[config.mk]
export PLATFORM = sky130hd
export DESIGN_NAME = spi_master_xfer_ctrl
export DESIGN_NICKNAME = d
export VERILOG_FILES = /design/src/rtl/spi_master_xfer_ctrl.sv
export SDC_FILE = /design/constraint.sdc
export NUM_CORES = 1
export LEC_CHECK = 0
export CORE_UTILIZATION = 45
export DETAILED_ROUTE_END_ITERATION = 6
export GPL_ROUTABILITY_DRIVEN = 0
export PLACE_DENSITY = 0.75
export SLEW_MARGIN = 25
export SYNTH_ARGS = -nofsm -noshare
export SYNTH_HDL_FRONTEND = slang
export SYNTH_SLANG_ARGS = --single-unit
[constraint.sdc]
create_clock -name PClk -period 2.2 [get_ports PClk]
set_input_delay 0.44 -clock PClk [delete_from_list [all_inputs] [get_ports PClk]]
set_output_delay 0.44 -clock PClk [all_outputs]
set_load 0.005 [all_outputs]
[src/rtl/spi_master_xfer_ctrl.sv]
// spi_master_xfer_ctrl: SPI master transfer sequencer with a one-deep TX buffer.
// Ports: PClk/PRESET, spe/mstr/cpha/lsbfe config, tx_valid/tx_data write, rd_ack,
//   flag_shift/flag_sample baud strobes, miso in; ss, sclk_en, mosi, rx_data,
//   spif, wcol, tx_empty, busy out. Optional: SPI_CONT_XFER_EN keeps SS low
//   between back-to-back words.
module spi_master_xfer_ctrl #(
  parameter int DATA_WIDTH = 8,
  parameter int SETUP_CYC  = 2,
  parameter int HOLD_CYC   = 2
) (
  input  logic                  PClk,
  input  logic                  PRESET,
  input  logic                  spe,
  input  logic                  mstr,
  input  logic                  cpha,
  input  logic                  lsbfe,
  input  logic                  tx_valid,
  input  logic [DATA_WIDTH-1:0] tx_data,
  input  logic                  rd_ack,
  input  logic                  flag_shift,
  input  logic                  flag_sample,
  input  logic                  miso,
  output logic                  ss,
  output logic                  sclk_en,
  output logic                  mosi,
  output logic [DATA_WIDTH-1:0] rx_data,
  output logic                  spif,
  output logic                  wcol,
  output logic                  tx_empty,
  output logic                  busy
);

  localparam int CW = $clog2(DATA_WIDTH + 1);
  localparam int IW = $clog2(DATA_WIDTH);
  localparam int CMAX = (SETUP_CYC > HOLD_CYC) ? SETUP_CYC : HOLD_CYC;
  localparam int CCW = (CMAX > 1) ? $clog2(CMAX + 1) : 1;

`ifdef SPI_CONT_XFER_EN
  localparam bit CONT = 1'b1;
`else
  localparam bit CONT = 1'b0;
`endif

  typedef enum logic [1:0] {IDLE, SETUP, XFER, HOLD} state_t;

  state_t                state_q;
  logic [DATA_WIDTH-1:0] buf_q;
  logic [DATA_WIDTH-1:0] sh_q;
  logic [DATA_WIDTH-1:0] rx_q;
  logic [CW-1:0]         bit_cnt_q;
  logic [CCW-1:0]        cyc_q;
  logic                  tx_empty_q;
  logic                  ss_q;
  logic                  sclk_en_q;
  logic                  mosi_q;
  logic                  spif_q;
  logic                  wcol_q;

  logic [DATA_WIDTH-1:0] sh_d;
  logic [CW-1:0]         cnt_d;
  logic                  en;
  logic                  samp;
  logic                  shft;
  logic                  done;
  logic                  hold_last;
  logic                  go;

  // Bit index for transfer position k in the selected bit order.
  function automatic logic [IW-1:0] bpos(
    input logic [IW-1:0] k,
    input logic          lsb
  );
    return lsb ? k : (IW'(DATA_WIDTH - 1) - k);
  endfunction

  assign en        = spe & mstr;
  assign hold_last = (state_q == HOLD) &&
                     (cyc_q == CCW'(HOLD_CYC - 1));
  assign go        = en && !tx_empty_q &&
                     ((state_q == IDLE) || (CONT && hold_last));

  // Sample lands before the shift; the shift then reads the bit
  // at the post-sample count, which is never overwritten yet.
  always_comb begin
    sh_d  = sh_q;
    cnt_d = bit_cnt_q;
    samp  = (state_q == XFER) && flag_sample &&
            (bit_cnt_q != CW'(DATA_WIDTH));
    if (samp) begin
      sh_d[bpos(bit_cnt_q[IW-1:0], lsbfe)] = miso;
      cnt_d = bit_cnt_q + CW'(1);
    end
    done = samp && (cnt_d == CW'(DATA_WIDTH));
    // cpha=0: bit 0 is already on mosi from SETUP, so
    // shifts before the first sample are ignored.
    shft = (state_q == XFER) && flag_shift &&
           (cnt_d != CW'(DATA_WIDTH)) &&
           (cpha || (cnt_d != '0));
  end

  always_ff @(posedge PClk or posedge PRESET) begin
    if (PRESET) begin
      state_q    <= IDLE;
      buf_q      <= '0;
      sh_q       <= '0;
      rx_q       <= '0;
      bit_cnt_q  <= '0;
      cyc_q      <= '0;
      tx_empty_q <= 1'b1;
      ss_q       <= 1'b1;
      sclk_en_q  <= 1'b0;
      mosi_q     <= 1'b0;
      spif_q     <= 1'b0;
      wcol_q     <= 1'b0;
    end else begin
      if (rd_ack) begin
        spif_q <= 1'b0;
        wcol_q <= 1'b0;
      end
      if (tx_valid) begin
        if (tx_empty_q) begin
          buf_q      <= tx_data;
          tx_empty_q <= 1'b0;
        end else begin
          wcol_q <= 1'b1;
        end
      end
      if (!en) begin
        state_q    <= IDLE;
        ss_q       <= 1'b1;
        sclk_en_q  <= 1'b0;
        bit_cnt_q  <= '0;
        cyc_q      <= '0;
        tx_empty_q <= 1'b1;
      end else if (go) begin
        state_q    <= SETUP;
        ss_q       <= 1'b0;
        sclk_en_q  <= 1'b0;
        sh_q       <= buf_q;
        mosi_q     <= buf_q[bpos('0, lsbfe)];
        tx_empty_q <= 1'b1;
        bit_cnt_q  <= '0;
        cyc_q      <= '0;
      end else begin
        unique case (state_q)
          IDLE: ss_q <= 1'b1;
          SETUP: begin
            if (cyc_q == CCW'(SETUP_CYC - 1)) begin
              state_q   <= XFER;
              sclk_en_q <= 1'b1;
              cyc_q     <= '0;
            end else begin
              cyc_q <= cyc_q + CCW'(1);
            end
          end
          XFER: begin
            sh_q      <= sh_d;
            bit_cnt_q <= cnt_d;
            if (shft) begin
              mosi_q <= sh_d[bpos(cnt_d[IW-1:0], lsbfe)];
            end
            // Completion overrides a coincident rd_ack.
            if (done) begin
              sclk_en_q <= 1'b0;
              rx_q      <= sh_d;
              spif_q    <= 1'b1;
              state_q   <= HOLD;
              cyc_q     <= '0;
            end
          end
          HOLD: begin
            if (hold_last) begin
              state_q <= IDLE;
              ss_q    <= 1'b1;
            end else begin
              cyc_q <= cyc_q + CCW'(1);
            end
          end
        endcase
      end
    end
  end

  assign ss       = ss_q;
  assign sclk_en  = sclk_en_q;
  assign mosi     = mosi_q;
  assign rx_data  = rx_q;
  assign spif     = spif_q;
  assign wcol     = wcol_q;
  assign tx_empty = tx_empty_q;
  assign busy     = (state_q != IDLE);

endmodule
==> impl_metrics.json, run 1 <==
{
  "setup_violations": 8,
  "critPathLaunchType": "flip-flop",
  "synthesis.nets": 281,
  "htreeDepth": 2,
  "holdWs_ns": 0.4899,
  "vias": 2304,
  "path_max_fanout": 4,
  "grt-ovfl-total": 0,
  "nets": 355,
  "ctsHoldBuffers": 0,
  "setup_ws_ns": -0.09553,
  "crit_type": "flip-flop to flip-flop",
  "tightest_slew_ns": 0.4861,
  "post-place-ws_ns": -0.4623,
  "crit_end": "sh_q[1]$_DFFE_PP0P_",
  "p_per_area_mw_per_mm2": 641.0,
  "synth_warnings": 0,
  "start_util_pct": 48.26,
  "design.die.area_mm2": 0.005526,
  "grt_pass1_wl_um": 10170,
  "fin_crit_sh_pct": 104.3,
  "status": "finished, violations left",
  "layout_commonest_cell": "buf_4",
  "antenna_found_initial": 0,
  "grt_pass1_vias": 2148,
  "ir_drop_mv": 0.5408,
  "grt_max_degree": 39,
  "clk_pin_slew_worst_paths_ns": 0.08,
  "cts.path.max_buffers": 2,
  "worstReg2RegEnd": "sh_q[1]$_DFFE_PP0P_",
  "hold_depth": 1,
  "crit_required_ns": 2.38,
  "r2r_start": "bit_cnt_q[1]$_DFFE_PP0P_",
  "p_total_mw": 2.173,
  "grtUsageTotal_pct": 24.76,
  "core_area_mm2": 0.004880,
  "num_rows": 25,
  "crit_slowest_cell": "dfrtp_1",
  "cpPeakStageDelay_ns": 0.39,
  "synth_top_area_share_pct": 38.26,
  "period_needed_ns": 2.296,
  "power.leakage_nw": 1.502,
  "cp_cell_sequence": "inv_2, ha_4, buf_4, and3b_2, or3_4, or3_1, o32a_1, a21oi_2, a21oi_1",
  "clk_latency_ns": 0.30,
  "die_w_um": 74.34,
  "syn-cell-area_mm2": 0.002355,
  "max-cap-violations": 0,
  "layoutNonFillerInstCount": 396,
  "drt_iter0_drc": 195,
  "finalInstanceArea_mm2": 0.003391,
  "critPathArrivalTime_ns": 2.48,
  "layout_common_cells": "buf_4, dfrtp_1, clkdlybuf4s50_1",
  "numCtsBuffers": 5,
  "totalNegativeSetupSlack_ns": -0.4568,
  "skew_ns": 0.007539,
  "dp.cells": 381,
  "post_dp_cell_area_mm2": 0.003037,
  "fmax_ghz": 0.4356,
  "rsz0062_at_grt": "true",
  "synth_seq_cells": 38,
  "slew_headroom_pct": 67.59,
  "clock_sinks": 38,
  "io_buffers": 33,
  "dr.pass1.iters": 4,
  "r2r_cells": 9,
  "syn_inst": 254,
  "die_y_um": 74.34,
  "synthArstFlopShare_pct": 100.0,
  "io_pins": 34,
  "dp_hpwl_um": 4533,
  "ant_nets": 0,
  "root_buffer": "clkbuf_8",
  "num_antenna_cells": 0,
  "hold_violations": 0,
  "utilization_pct": 69.49,
  "wl_per_cell_um": 16.68,
  "synth_area_leader_cell": "dfrtp_1",
  "yosys_most_used_dff": "dfrtp_1",
  "cts_tree": "done",
  "slew_violations": 0,
  "avgSynthCellArea_um2": 9.271,
  "wirelength_um": 6606,
  "hold_class": "flip-flop to flip-flop",
  "violations": "setup timing",
  "r2r_slack_ns": -0.1,
  "synth_edf_count": 0,
  "layout-drive-gt1-share_pct": 33.43,
  "synth_area_leaders": "dfrtp_1, mux2_2, nor2_1",
  "synth_cell_types": 47,
  "vias_per_cell": 5.818,
  "synthToLayoutAreaGrowth_pct": 44.00,
  "synth_seq_area_share_pct": 40.49,
  "cp-startpoint": "bit_cnt_q[1]$_DFFE_PP0P_",
  "drcViolationCount": 0,
  "end_kind": "flip-flop"
}
-- cell families after synthesis --
| group | share of synthesized area [%] |
|---|---|
| AND/OR/NAND/NOR | 16.95 |
| AO/OA/AOI/OAI | 19.24 |
| flip-flops | 40.49 |
| buffers and inverters | 4.463 |
| multiplexers | 12.01 |
| adder cells (fa/ha/maj) | 4.251 |
| XOR/XNOR | 2.604 |
-- worst min path at each step --
stage | startpoint | endpoint | slack [ns]
6_report | spif$_DFF_PP0_ | spif$_DFF_PP0_ | 0.49
5_1_grt | spif$_DFF_PP0_ | spif$_DFF_PP0_ | 0.51
4_1_cts | spif$_DFF_PP0_ | spif$_DFF_PP0_ | 0.50
3_5_place_dp | spif$_DFF_PP0_ | spif$_DFF_PP0_ | 0.48
3_3_place_gp | spif$_DFF_PP0_ | spif$_DFF_PP0_ | 0.46
2_1_floorplan | spif$_DFF_PP0_ | spif$_DFF_PP0_ | 0.47
-- critical path, delay by kind of cell (launching register included) --
kind / cells / cell delay [ns]
AND/OR/NAND/NOR: 3 / 0.88
adder cells (fa/ha/maj): 1 / 0.15
buffers and inverters: 2 / 0.20
flip-flops: 1 / 0.39
AO/OA/AOI/OAI: 3 / 0.57
-- synth_stat cells (all sizes together) (3+ instances only) --
| cell type | number |
|---|---|
| clkbuf | 8 |
| nor4 | 3 |
| dfrtp | 36 |
| a21oi | 20 |
| mux2i | 8 |
| mux2 | 18 |
| nor2 | 31 |
| o21ai | 8 |
| a32oi | 3 |
| nor3 | 5 |
| xnor2 | 5 |
| nand2 | 20 |
| and3 | 3 |
| o22ai | 12 |
| buf | 4 |
| a31o | 4 |
| nor2b | 4 |
| or3 | 3 |
| inv | 15 |
| ha | 8 |
| a32o | 4 |
| o211ai | 4 |
-- what timing repair did --
item                       in CTS  in global routing
gates resized for setup        22                 25
buffers inserted                4                  4
setup endpoints to repair      17                 23
gates cloned                    1                  0
pin swaps                       9                 10
-- cell type report --
class                      count  area, µm²
multi-input combinational    189       1514
fill                         370       1489
sequential                    38      953.4
timing repair buffer          79      688.2
tap                           67      83.83
clock buffer                   6      82.58
inverter                      15      56.30
clock inverter                 2      12.51
-- flip-flops by register name (all words and copies together), names as in the netlist --
register   count
bit_cnt_q      4
buf_q          8
cyc_q          2
mosi           1
rx_data        8
sclk_en        1
sh_q           8
spif           1
ss             1
state_q        2
tx_empty       1
wcol           1
-- power by group --
part	leakage, nW	internal (mW)	total, mW	switching, mW
registers	0.477	0.809	0.950	0.141
clock network	0.0472	0.252	0.503	0.251
logic	0.978	0.374	0.720	0.346
total	1.50	1.44	2.17	0.738
-- per-layer routing --
| metal | global-route usage [%] | share of wire, % | up-vias |
|---|---|---|---|
| met5 | 0 | 0 | - |
| met4 | 10.06 | 3.0 | 0 |
| met3 | 4.472 | 5.2 | 20 |
| met2 | 40.30 | 49 | 84 |
| met1 | 32.81 | 43 | 1137 |
| li1 | - | - | 1063 |
(Power assumes the default switching activity.)
==> inputs of run 2 (changes only) <==
- SKIP_CTS_REPAIR_TIMING: not set -> 1
==> run 2 against run 1 <==
The flow still finishes with violations (setup timing). Global-route usage shrank 1.4 points. Final cell count fell by 0.51%. Register-to-register slack got worse by 0.06 ns. Hold slack improved by 0.0013 ns. Worst setup slack worse by 0.058 ns. Clock skew decreased by 0.0012 ns. Largest cell class unchanged. Sequential share of layout area up 0.13 points. Maximum frequency down 2.5%.
==> impl_metrics.json, run 2 (same netlist as run 1, synthesis figures left out) <==
{
  "status": "finished, violations left",
  "violations": "setup timing",
  "hold_violations": 0,
  "period_needed_ns": 2.353,
  "layout_commonest_cell": "buf_4",
  "antenna_found_initial": 0,
  "num_antenna_cells": 0,
  "slew_violations": 0,
  "crit_type": "flip-flop to flip-flop",
  "fmax_ghz": 0.4249,
  "critPathLaunchType": "flip-flop",
  "end_kind": "flip-flop",
  "power_switching_share_pct": 33.67,
  "grt_max_degree": 39,
  "fin_crit_sh_pct": 107.0,
  "numCtsBuffers": 5,
  "layout-drive-gt1-share_pct": 32.72,
  "dr.pass1.iters": 4,
  "critPathArrivalTime_ns": 2.53,
  "crit_required_ns": 2.37,
  "tightest_slew_ns": 0.4808,
  "die_w_um": 74.34,
  "holdWs_ns": 0.4912,
  "start_util_pct": 48.26,
  "grt-ovfl-total": 0,
  "drcViolationCount": 0,
  "internal-power_mw": 1.439,
  "ant_nets": 0,
  "vias": 2297,
  "io_pins": 34,
  "grt_pass1_wl_um": 9715,
  "fillCellCount": 368,
  "path_max_fanout": 2,
  "p_per_area_mw_per_mm2": 642.4,
  "design.die.area_mm2": 0.005526,
  "skew_ns": 0.006292,
  "setup_violations": 13,
  "utilization_pct": 69.18,
  "drt_iter0_drc": 206,
  "comb_power_share_pct": 33.2,
  "post_dp_cell_area_mm2": 0.003037,
  "clk_pin_slew_worst_paths_ns": 0.07,
  "p_sw_uw": 730.2,
  "wl_per_cell_um": 16.71,
  "ir_drop_mv": 0.5390,
  "grtUsageTotal_pct": 23.39,
  "htreeDepth": 2,
  "io_buffers": 33,
  "synthToLayoutAreaGrowth_pct": 43.36,
  "die_y_um": 74.34,
  "dp_hpwl_um": 4533,
  "power.leakage_nw": 1.481,
  "nets": 353,
  "core_area_mm2": 0.004880,
  "finalInstanceArea_mm2": 0.003376,
  "wirelength_um": 6584,
  "layout_common_cells": "buf_4, dfrtp_1, clkdlybuf4s50_1",
  "seq_power_share_pct": 43.8,
  "rsz0062_at_grt": "true",
  "vias_per_cell": 5.830,
  "clock_sinks": 38,
  "clk_latency_ns": 0.29,
  "cts_tree": "done",
  "cts.path.max_buffers": 2,
  "slew_headroom_pct": 67.95,
  "pwr-share-clk_pct": 23.0,
  "grt_pass1_vias": 2060,
  "totalNegativeSetupSlack_ns": -1.178,
  "setup_ws_ns": -0.1533,
  "p_total_mw": 2.169,
  "hold_class": "flip-flop to flip-flop",
  "num_rows": 25,
  "max-cap-violations": 0,
  "root_buffer": "clkbuf_8"
}
## run 2: cell type report
type / instances / area [µm²] / share of cell area (%)
clock buffers: 6 / 82.58 / 2.446
clock inverters: 2 / 12.51 / 0.3706
well taps: 67 / 83.83 / 2.483
inverters: 15 / 56.30 / 1.668
flip-flops and latches: 38 / 953.4 / 28.24
multi-input cells: 189 / 1504 / 44.55
repair buffers: 77 / 683.2 / 20.24
## run 2: worst paths after layout
| kind | from | depth (start not counted) | slack (ns) | to |
|---|---|---|---|---|
| min in group asynchronous | PRESET | 3 | 0.56 | sclk_en$_DFFE_PP0P_ |
| hold reg to reg | spif$_DFF_PP0_ | 1 | 0.49 | spif$_DFF_PP0_ |
| setup / recovery | state_q[0]$_DFFE_PP0P_ | 9 | -0.15 | cyc_q[1]$_DFFE_PP0P_ |
| setup reg to reg | state_q[0]$_DFFE_PP0P_ | 9 | -0.15 | cyc_q[1]$_DFFE_PP0P_ |
| hold / removal | spif$_DFF_PP0_ | 1 | 0.49 | spif$_DFF_PP0_ |
| max in group asynchronous | PRESET | 3 | 1.29 | tx_empty$_DFFE_PP1P_ |
## run 2: power by group through the flow
stage | logic (mW) | registers [mW] | clock network [mW]
final | 0.720 | 0.950 | 0.499
after global routing | 0.782 | 0.962 | 0.533
after CTS | 0.636 | 0.940 | 0.516
after detailed placement | 0.631 | 0.955 | 0
after global placement | 0.614 | 0.946 | 0
after floorplan | 0.428 | 0.903 | 0
## run 2: worst max-delay path, cell delays in order, from the launching register on
cell      delay, ns
dfrtp_1        0.41
inv_2          0.10
ha_4           0.14
and2_4         0.14
nand2_2        0.05
or4_4          0.49
or2_4          0.30
a221oi_4       0.23
nor2_2         0.08
mux2_4         0.30
## run 2: per-stage QoR
step | worst slack, ns | instances
global placement | -0.4022 | 381
floorplan | -0.09946 | 254
detailed placement | -0.4623 | 381
global route | -0.2303 | 394
finish | -0.1533 | 394
CTS | -0.2167 | 389
## run 2: per-layer routing
layer  routed length (µm)  part of all wire [%]  track usage (%)
met5                    0                     0                0
met4                  111                   1.7            7.547
met3                  339                   5.1            3.659
met2                 3253                    49            37.68
met1                 2880                    44            32.50
